--- config.mk ---
export PLATFORM = sky130hd
export DESIGN_NAME = lab4_part5
export DESIGN_NICKNAME = d
export VERILOG_FILES = /design/src/rtl/lab4_part5_pkg.sv /design/src/rtl/lab4_part5_seg7_char_decoder.sv /design/src/rtl/lab4_part5.sv
export SDC_FILE = /design/constraint.sdc
export NUM_CORES = 1
export LEC_CHECK = 0
export CORE_ASPECT_RATIO = 0.6
export CORE_UTILIZATION = 39
export DETAILED_ROUTE_END_ITERATION = 10
export PLACE_DENSITY_LB_ADDON = 0.25
export SETUP_SLACK_MARGIN = 0.4
export SKIP_CTS_REPAIR_TIMING = 1
export SYNTH_ARGS = -nofsm -noshare
export SYNTH_HDL_FRONTEND = slang
export SYNTH_SLANG_ARGS = --single-unit
--- constraint.sdc ---
create_clock -name CLK100MHZ -period 2.1 [get_ports CLK100MHZ]
set_input_delay 0.315 -clock CLK100MHZ [delete_from_list [all_inputs] [get_ports CLK100MHZ]]
set_output_delay 0.315 -clock CLK100MHZ [all_outputs]
set_load 0.02 [all_outputs]
--- src/rtl/lab4_part5_pkg.sv ---
// ---------------------------------------------------------------------------
// lab4_part5_pkg
//   Shared definitions for the "dE1" ticker-tape display driver:
//   - char_e           : 2-bit character code understood by seg7_char_decoder
//   - SEG_*            : active-low segment patterns, bit order [0:6] = a..g
//   - MSG_ROM          : 8-entry scrolling message ("dE1" followed by blanks)
//   - *_COUNT_DEFAULT  : board defaults (1 s scroll step, 1 ms per digit at 100 MHz)
//   - rom_index()      : message entry shown on a digit for a scroll position
// ---------------------------------------------------------------------------
package lab4_part5_pkg;

  localparam int TICK_COUNT_DEFAULT = 100_000_000;
  localparam int SCAN_COUNT_DEFAULT = 100_000;

  typedef enum logic [1:0] {
    CH_D     = 2'd0,
    CH_E     = 2'd1,
    CH_1     = 2'd2,
    CH_BLANK = 2'd3
  } char_e;

  // Leftmost literal bit is segment a; a 0 lights the segment.
  localparam logic [0:6] SEG_D     = 7'b1000010;
  localparam logic [0:6] SEG_E     = 7'b0110000;
  localparam logic [0:6] SEG_1     = 7'b1001111;
  localparam logic [0:6] SEG_BLANK = 7'b1111111;

  localparam char_e MSG_ROM [0:7] = '{
    CH_D, CH_E, CH_1, CH_BLANK, CH_BLANK, CH_BLANK, CH_BLANK, CH_BLANK
  };

  // Digit 7 is the leftmost, so at pos 0 it shows m[0]; each step of pos
  // shifts the word one digit to the left. 3-bit arithmetic gives the mod 8.
  function automatic logic [2:0] rom_index(input logic [2:0] digit,
                                           input logic [2:0] pos);
    return 3'(3'd7 - digit + pos);
  endfunction

endpackage

--- src/rtl/lab4_part5_seg7_char_decoder.sv ---
// ---------------------------------------------------------------------------
// seg7_char_decoder
//   Maps a 2-bit character code to active-low seven-segment cathodes.
//   Ports:
//     char_i : character code (char_e)
//     seg_o  : segments [0:6] = a..g, 0 = lit
// ---------------------------------------------------------------------------
module seg7_char_decoder
  import lab4_part5_pkg::*;
(
  input  char_e      char_i,
  output logic [0:6] seg_o
);

  always_comb begin
    // NOTE: assign a default before the case so every path drives seg_o;
    // otherwise an uncovered code would infer a latch.
    seg_o = SEG_BLANK;
    case (char_i)
      CH_D:    seg_o = SEG_D;
      CH_E:    seg_o = SEG_E;
      CH_1:    seg_o = SEG_1;
      default: seg_o = SEG_BLANK;
    endcase
  end

endmodule

--- src/rtl/lab4_part5.sv ---
// ---------------------------------------------------------------------------
// lab4_part5
//   Ticker-tape driver: scrolls "dE1" around an 8-digit multiplexed
//   seven-segment display, one position per TICK_COUNT clocks, while the
//   digits are time-multiplexed at SCAN_COUNT clocks per digit.
//   Parameters:
//     TICK_COUNT : clocks per scroll step (>= 2)
//     SCAN_COUNT : clocks each digit stays enabled (>= 1)
//   Ports:
//     CLK100MHZ  : system clock, rising edge
//     CPU_RESETN : asynchronous active-low reset
//     HEX0       : shared active-low cathodes [0:6] = a..g for the enabled digit
//     AN         : active-low digit anodes, AN[0] = rightmost
//     LEDR       : current scroll position
// ---------------------------------------------------------------------------
module lab4_part5
  import lab4_part5_pkg::*;
#(
  parameter int TICK_COUNT = TICK_COUNT_DEFAULT,
  parameter int SCAN_COUNT = SCAN_COUNT_DEFAULT
) (
  input  logic       CLK100MHZ,
  input  logic       CPU_RESETN,
  output logic [0:6] HEX0,
  output logic [7:0] AN,
  output logic [2:0] LEDR
);

  // A single-cycle scan still needs a 1-bit counter to hold the constant 0.
  localparam int TICK_W = (TICK_COUNT > 1) ? $clog2(TICK_COUNT) : 1;
  localparam int SCAN_W = (SCAN_COUNT > 1) ? $clog2(SCAN_COUNT) : 1;

  localparam logic [TICK_W-1:0] TICK_LAST = TICK_W'(TICK_COUNT - 1);
  localparam logic [SCAN_W-1:0] SCAN_LAST = SCAN_W'(SCAN_COUNT - 1);

  logic [TICK_W-1:0] tick_cnt_q, tick_cnt_d;
  logic [2:0]        pos_q,      pos_d;
  logic [SCAN_W-1:0] scan_cnt_q, scan_cnt_d;
  logic [2:0]        scan_idx_q, scan_idx_d;

  logic  tick_wrap;
  logic  scan_wrap;
  char_e cur_char;

  // Scroll and scan prescalers are independent; both may wrap on one edge.
  always_comb begin
    tick_wrap  = (tick_cnt_q == TICK_LAST);
    scan_wrap  = (scan_cnt_q == SCAN_LAST);

    tick_cnt_d = tick_wrap ? '0 : tick_cnt_q + 1'b1;
    pos_d      = tick_wrap ? pos_q + 3'd1 : pos_q;

    scan_cnt_d = scan_wrap ? '0 : scan_cnt_q + 1'b1;
    scan_idx_d = scan_wrap ? scan_idx_q + 3'd1 : scan_idx_q;
  end

  // NOTE: sequential state uses non-blocking assignments so every flop
  // samples the pre-edge values, independent of statement order.
  always_ff @(posedge CLK100MHZ or negedge CPU_RESETN) begin
    if (!CPU_RESETN) begin
      tick_cnt_q <= '0;
      pos_q      <= '0;
      scan_cnt_q <= '0;
      scan_idx_q <= '0;
    end else begin
      tick_cnt_q <= tick_cnt_d;
      pos_q      <= pos_d;
      scan_cnt_q <= scan_cnt_d;
      scan_idx_q <= scan_idx_d;
    end
  end

  // Outputs decode registered state directly, so there is no added latency
  // and only one anode can ever be low.
  always_comb begin
    AN       = ~(8'b1 << scan_idx_q);
    cur_char = MSG_ROM[rom_index(scan_idx_q, pos_q)];
    LEDR     = pos_q;
  end

  seg7_char_decoder u_decoder (
    .char_i (cur_char),
    .seg_o  (HEX0)
  );

endmodule

Word-level counts from Yosys, hierarchy flattened
Memories as Yosys holds them, arrays and structs flattened.
Index checks and enable logic that the tools add are counted.
W data, S select, Z words.
Operators by class
  reductions and logical operators: 1
  bitwise gates (word level): 2
  order comparisons: 1
  equality and inequality tests: 4
  multiplexer cells: 5
  add/subtract/negate cells: 6
  shifts and indexed selects: 1
Operators with widths (number)
  $add A27 B1 Y27 const B: 1
  $eq A27 B27 Y1 const B: 1
  $mux W27: 1
  $pmux W7 S3: 1
  $add A17 B1 Y17 const B: 1
  $eq A17 B17 Y1 const B: 1
  $mux W17: 1
  $not A8 Y8: 1
  $shl A1 B3 Y8 const A: 1
  $add A3 B1 Y3 const B: 2
  $ge A4 B4 Y1 const B: 1
  $mux W2: 2
  $not A3 Y4: 1
  $add A3 B3 Y3: 1
  $sub A3 B3 Y3 const A: 1
  $eq A2 B1 Y1 const B: 1
  $eq A2 B2 Y1 const B: 1
  $logic_not A2 Y1: 1
Word-level totals
  bits of input ports: 2
  flip-flop bits (word level): 50
  memory bits (read-only): 16
  output and inout bits: 18
  memories kept: 1
  word-level logic and storage cells: 25
Memory list
  (no name shown): words 8, width 2, read ports 1, clocked after Yosys merged registers in 0, wr ports 0, line lab4_part5.sv:77  | cur_char = MSG_ROM[rom_index(scan_idx_q, pos_q)];

Longest topological paths before layout
  depth after elaboration: 8
  mapped depth: 8
  depth with buffers taken out: 7

Hierarchy
From an unflattened synthesis, not the netlist that was laid out.
Second synthesis, totals
  cell total of the unflattened synthesis: 258
  area total of the unflattened synthesis: 2631.3 um^2
By module, submodules not included
  lab4_part5: area an instance 2587.5 um^2, cells each 251, times used 1, seq. area each 1251.2 um^2
  seg7_char_decoder: area an instance 43.8 um^2, cells each 7, times used 1, seq. area each 0.0 um^2

Worst setup path before layout
No wires, ideal clock.
  path kind: register to output
  start point: register pos_q[0] (netlist: LEDR[0])
  end point: output port HEX0[0] (netlist name)
  arrival time: 2.189 ns
  stages on the path, launching flop included: 8
  buffers on the path: 1
  setup slack: -0.404 ns
  required time: 1.785 ns
  cell sequence: dfrtp_1 -> ha_1 -> fa_1 -> xor2_1 -> xnor2_1 -> or2_2 -> nand2b_1 -> buf_4
Between the ends
  longest elaborated chain between the ends: 7
  elaborated cells between the ends (all ways): 9
  classes of those cells: 1 x add/sub; 2 x eq/ne; 3 x mux; 1 x bitwise; 1 x reduce/logical; 1 x memory
Ends and longest elaborated chain
  start: declaration: line lab4_part5.sv:37  | logic [2:0] pos_q, pos_d;
  start signal: assignment: line lab4_part5.sv:67  | pos_q <= pos_d;
  $add A3 B3 Y3 (*): line lab4_part5_pkg.sv:36  | return 3'(3'd7 - digit + pos);
  $not A3 Y4 (implied by the code) (*): line lab4_part5.sv:77
  $mem_v2 Z8 W2 (*)
  $mux W2 (implied by the code) (*) (2 in a row): line lab4_part5.sv:77
  $eq A2 B2 Y1 (tied with other cells): line lab4_part5_seg7_char_decoder.sv:19  | case (char_i)
  $pmux W7 S3 (*): line lab4_part5_seg7_char_decoder.sv:19
  end: declaration: line lab4_part5.sv:24  | output logic [0:6] HEX0,
Mark *: on every way between the ends. The rest lies on a longest branch, timed or not. The select of a mux whose other input is x is not followed.

Final worst setup path
  start point: register pos_q[0] (netlist: LEDR[0])
  end point: output port HEX0[5] (netlist name)
The elaborated chain is that of the path after synthesis.

==> out/metrics.csv <==
stage,metric,value,unit
run_status,status,"finished, violations left",
run_status,violations,setup timing,
worst_setup_path,worstPathRequired,1780,ps
global_route,grt_overflow,0,
placed_design,gp_congestion,0.777,
worst_setup_path,critical_path_class,flop to output pin,
global_route,grt_pass1_vias,1855,
die,row_count,23,
logic_synthesis,synth_area_leaders,"dfrtp_1, xnor2_1, ha_1, xor2_1, nand3_1",
logic_synthesis,syn_nets,274,
sta,setup_ws,-226,ps
route,vias,2064,
global_route,grt_pass1_wl,9540,um
die,start_util,40.9,%
sta,period_minus_slack,2330,ps
final_layout,layout.nets,329,
logic_synthesis,netlist.area_leader.share,45.5,%
sta,fmax,0.430,GHz
power_and_ir_drop,p_leak,0.00170,uW
global_route,antenna_found_initial,0,
route,wl_per_cell,15.0,um
placed_design,dp_cells,371,
global_route,grtUsageTotal,16.2,%
sta,rsz0062_at_grt,true,
die,die_area,7410,um2
logic_synthesis,syn_area,2750,um2
route,vias_per_cell,5.11,
final_layout,final_area,3680,um2
power_and_ir_drop,powerDensity,488,nW/um2
logic_synthesis,seq_area_frac_synth,45.5,%
die,die_w,110,um
logic_synthesis,synth_common_cells,"dfrtp_1, nand2_1, xnor2_1",
cts,clk_path_buf_depth,2,
sta,fin_worst_skew,5.21,ps
sta,layout_worst_path_cycle_share,111,%
logic_synthesis,synth_cell_types,46,
route,final_antenna_net_count,0,
cts,htreeDepth,2,
job,maxCapViolations,0,
power_and_ir_drop,pwr-share-clk,45.2,%
cts,root_buffer,clkbuf_16,
power_and_ir_drop,vdd_ir_drop_max,0.316,mV
power_and_ir_drop,seq_power_share,53.7,%
power_and_ir_drop,p_int,1440,uW
final_layout,diodes,0,
logic_synthesis,synth_edf_count,0,
worst_setup_path,worstRegToRegCells,7,
placed_design,placed_area,3110,um2
sta,drv_slew,0,
worst_setup_path,critPathCaptureType,output pin,
placed_design,port_buffers,19,
logic_synthesis,synth_ff_type,dfrtp_1,
cts,cts_buffers,5,
sta,max-slew-margin-rel,55.5,%
sta,setup_violations,7,
route,drc_errors,0,
cts,clock-sinks,50,
power_and_ir_drop,p_sw,356,uW
route,drt_iter0_markers,106,
logic_synthesis,synth_cells,261,
final_layout,final_layout_size_suffix_gt1_share,37.2,%
die,ios,20,
global_route,grt_max_degree,51,
logic_synthesis,syn_area_per_cell,10.5,um2
worst_setup_path,worstSetupStartpointType,flop,
final_layout,fillCellCount,604,
placed_design,dp_hpwl,3880,um
power_and_ir_drop,switching_share,19.9,%
die,die_y,67.1,um
route,first_pass_iters,4,
die,coreArea,6730,um2
sta,hold_slack,129,ps
logic_synthesis,ys_warn_count,0,
route,totalWireLength,6050,um
logic_synthesis,synth_top_area_cell,dfrtp_1,
sta,worstMarginPinSlew,667,ps
logic_synthesis,synth.most_common_cell,dfrtp_1,
worst_setup_path,arrival,2010,ps
cts,clk_pin_slew,60,ps
power_and_ir_drop,comb_power_share,1.2,%
final_layout,area_growth,33.6,%
logic_synthesis,async_flop_share,100,%
worst_hold_path,hold_class,input port to async pin,
cts,cts_tree,done,
worst_setup_path,critPathMaxFanout,4,
logic_synthesis,ys_ff_latch,50,
sta,finalHoldViolations,0,
final_layout,fin_cells,404,
cts,clk_latency,280,ps
-- layout by cell type (no fill, tap or decap), types with 5 or more instances in the layout --
cell,netlist,final
ha_1,10,5
nand2_1,20,20
or4_4,3,5
buf_6,4,16
o21ai_0,6,5
clkbuf_16,0,5
a21oi_2,3,6
and4_1,8,6
nor2_4,0,5
clkbuf_2,0,6
inv_1,8,6
nand3_1,17,16
dfrtp_1,50,46
nor2_1,14,9
xor2_1,13,13
xnor2_1,18,18
or3_1,5,5
buf_4,6,30
nand4_1,10,10
-- final cells by class --
class	instances	area [um2]	share of cell area (%)
sequential	50	1260	34.2
clock inverter	1	5.00	0.136
tap	87	109	2.96
timing repair buffer	62	571	15.5
multi-input combinational	189	1560	42.5
clock buffer	7	143	3.88
inverter	8	30.0	0.817
-- through the flow --
step / setup TNS, ps / total power [uW] / setup WS (ps) / util (%)
detailed placement: -1900 / 1000 / -357 / 46.1
global placement: -1650 / 1000 / -318 / 46.1
finish: -1160 / 1790 / -226 / 54.6
CTS: -4200 / 1820 / -669 / 48.3
floorplan: -81.4 / 981 / -81.4 / -
global route: -1640 / 1870 / -305 / 54.6
-- power by group through the flow --
stage	logic [uW]	registers [uW]	clock network (uW)
final	20.9	963	810
after global routing	25.1	962	878
after CTS	22.7	963	834
after detailed placement	22.6	981	0
after global placement	22.1	981	0
after floorplan	0.000632	981	0
-- path summary, 6_finish.rpt --
path | slack [ps] | from | end
max in group asynchronous | 1460 | CPU_RESETN | tick_cnt_q[11]
setup reg to reg | 180 | tick_cnt_q[1] | LEDR[1]
hold reg to reg | 490 | scan_cnt_q[0] | scan_cnt_q[0]
hold / removal | 130 | CPU_RESETN | scan_cnt_q[13]
setup / recovery | -230 | LEDR[0] | HEX0[5]
min in group CLK100MHZ | 490 | scan_cnt_q[0] | scan_cnt_q[0]
-- layer usage --
metal  GRT usage (%)  up-vias  part of all wire [%]
li1                -     1035                     -
met1            26.1      982                    57
met2            20.9       43                    39
met3            3.18        4                   3.6
met4            4.50        0                  0.66
met5               0        -                     0
-- critical path, stage by stage, from the launching register on --
cell and delay, ps:
dfrtp_2 420, ha_4 160, fa_2 330, xor2_1 150
xnor2_1 140, or2_4 250, nand2b_4 150, buf_6 130
-- registers in the layout, indices dropped and copies added (netlist names) --
register	count
scan_idx_q	3
scan_cnt_q	17
tick_cnt_q	27
LEDR	3
-- logic make-up after synthesis --
family | synth area share [%]
buffers and inverters | 5.00
AND/OR/NAND/NOR | 26.8
AO/OA/AOI/OAI | 5.55
adder cells (fa/ha/maj) | 5.27
flip-flops | 45.5
XOR/XNOR | 9.86
multiplexers | 2.05
Note: power is estimated with default switching activity, not from simulation.
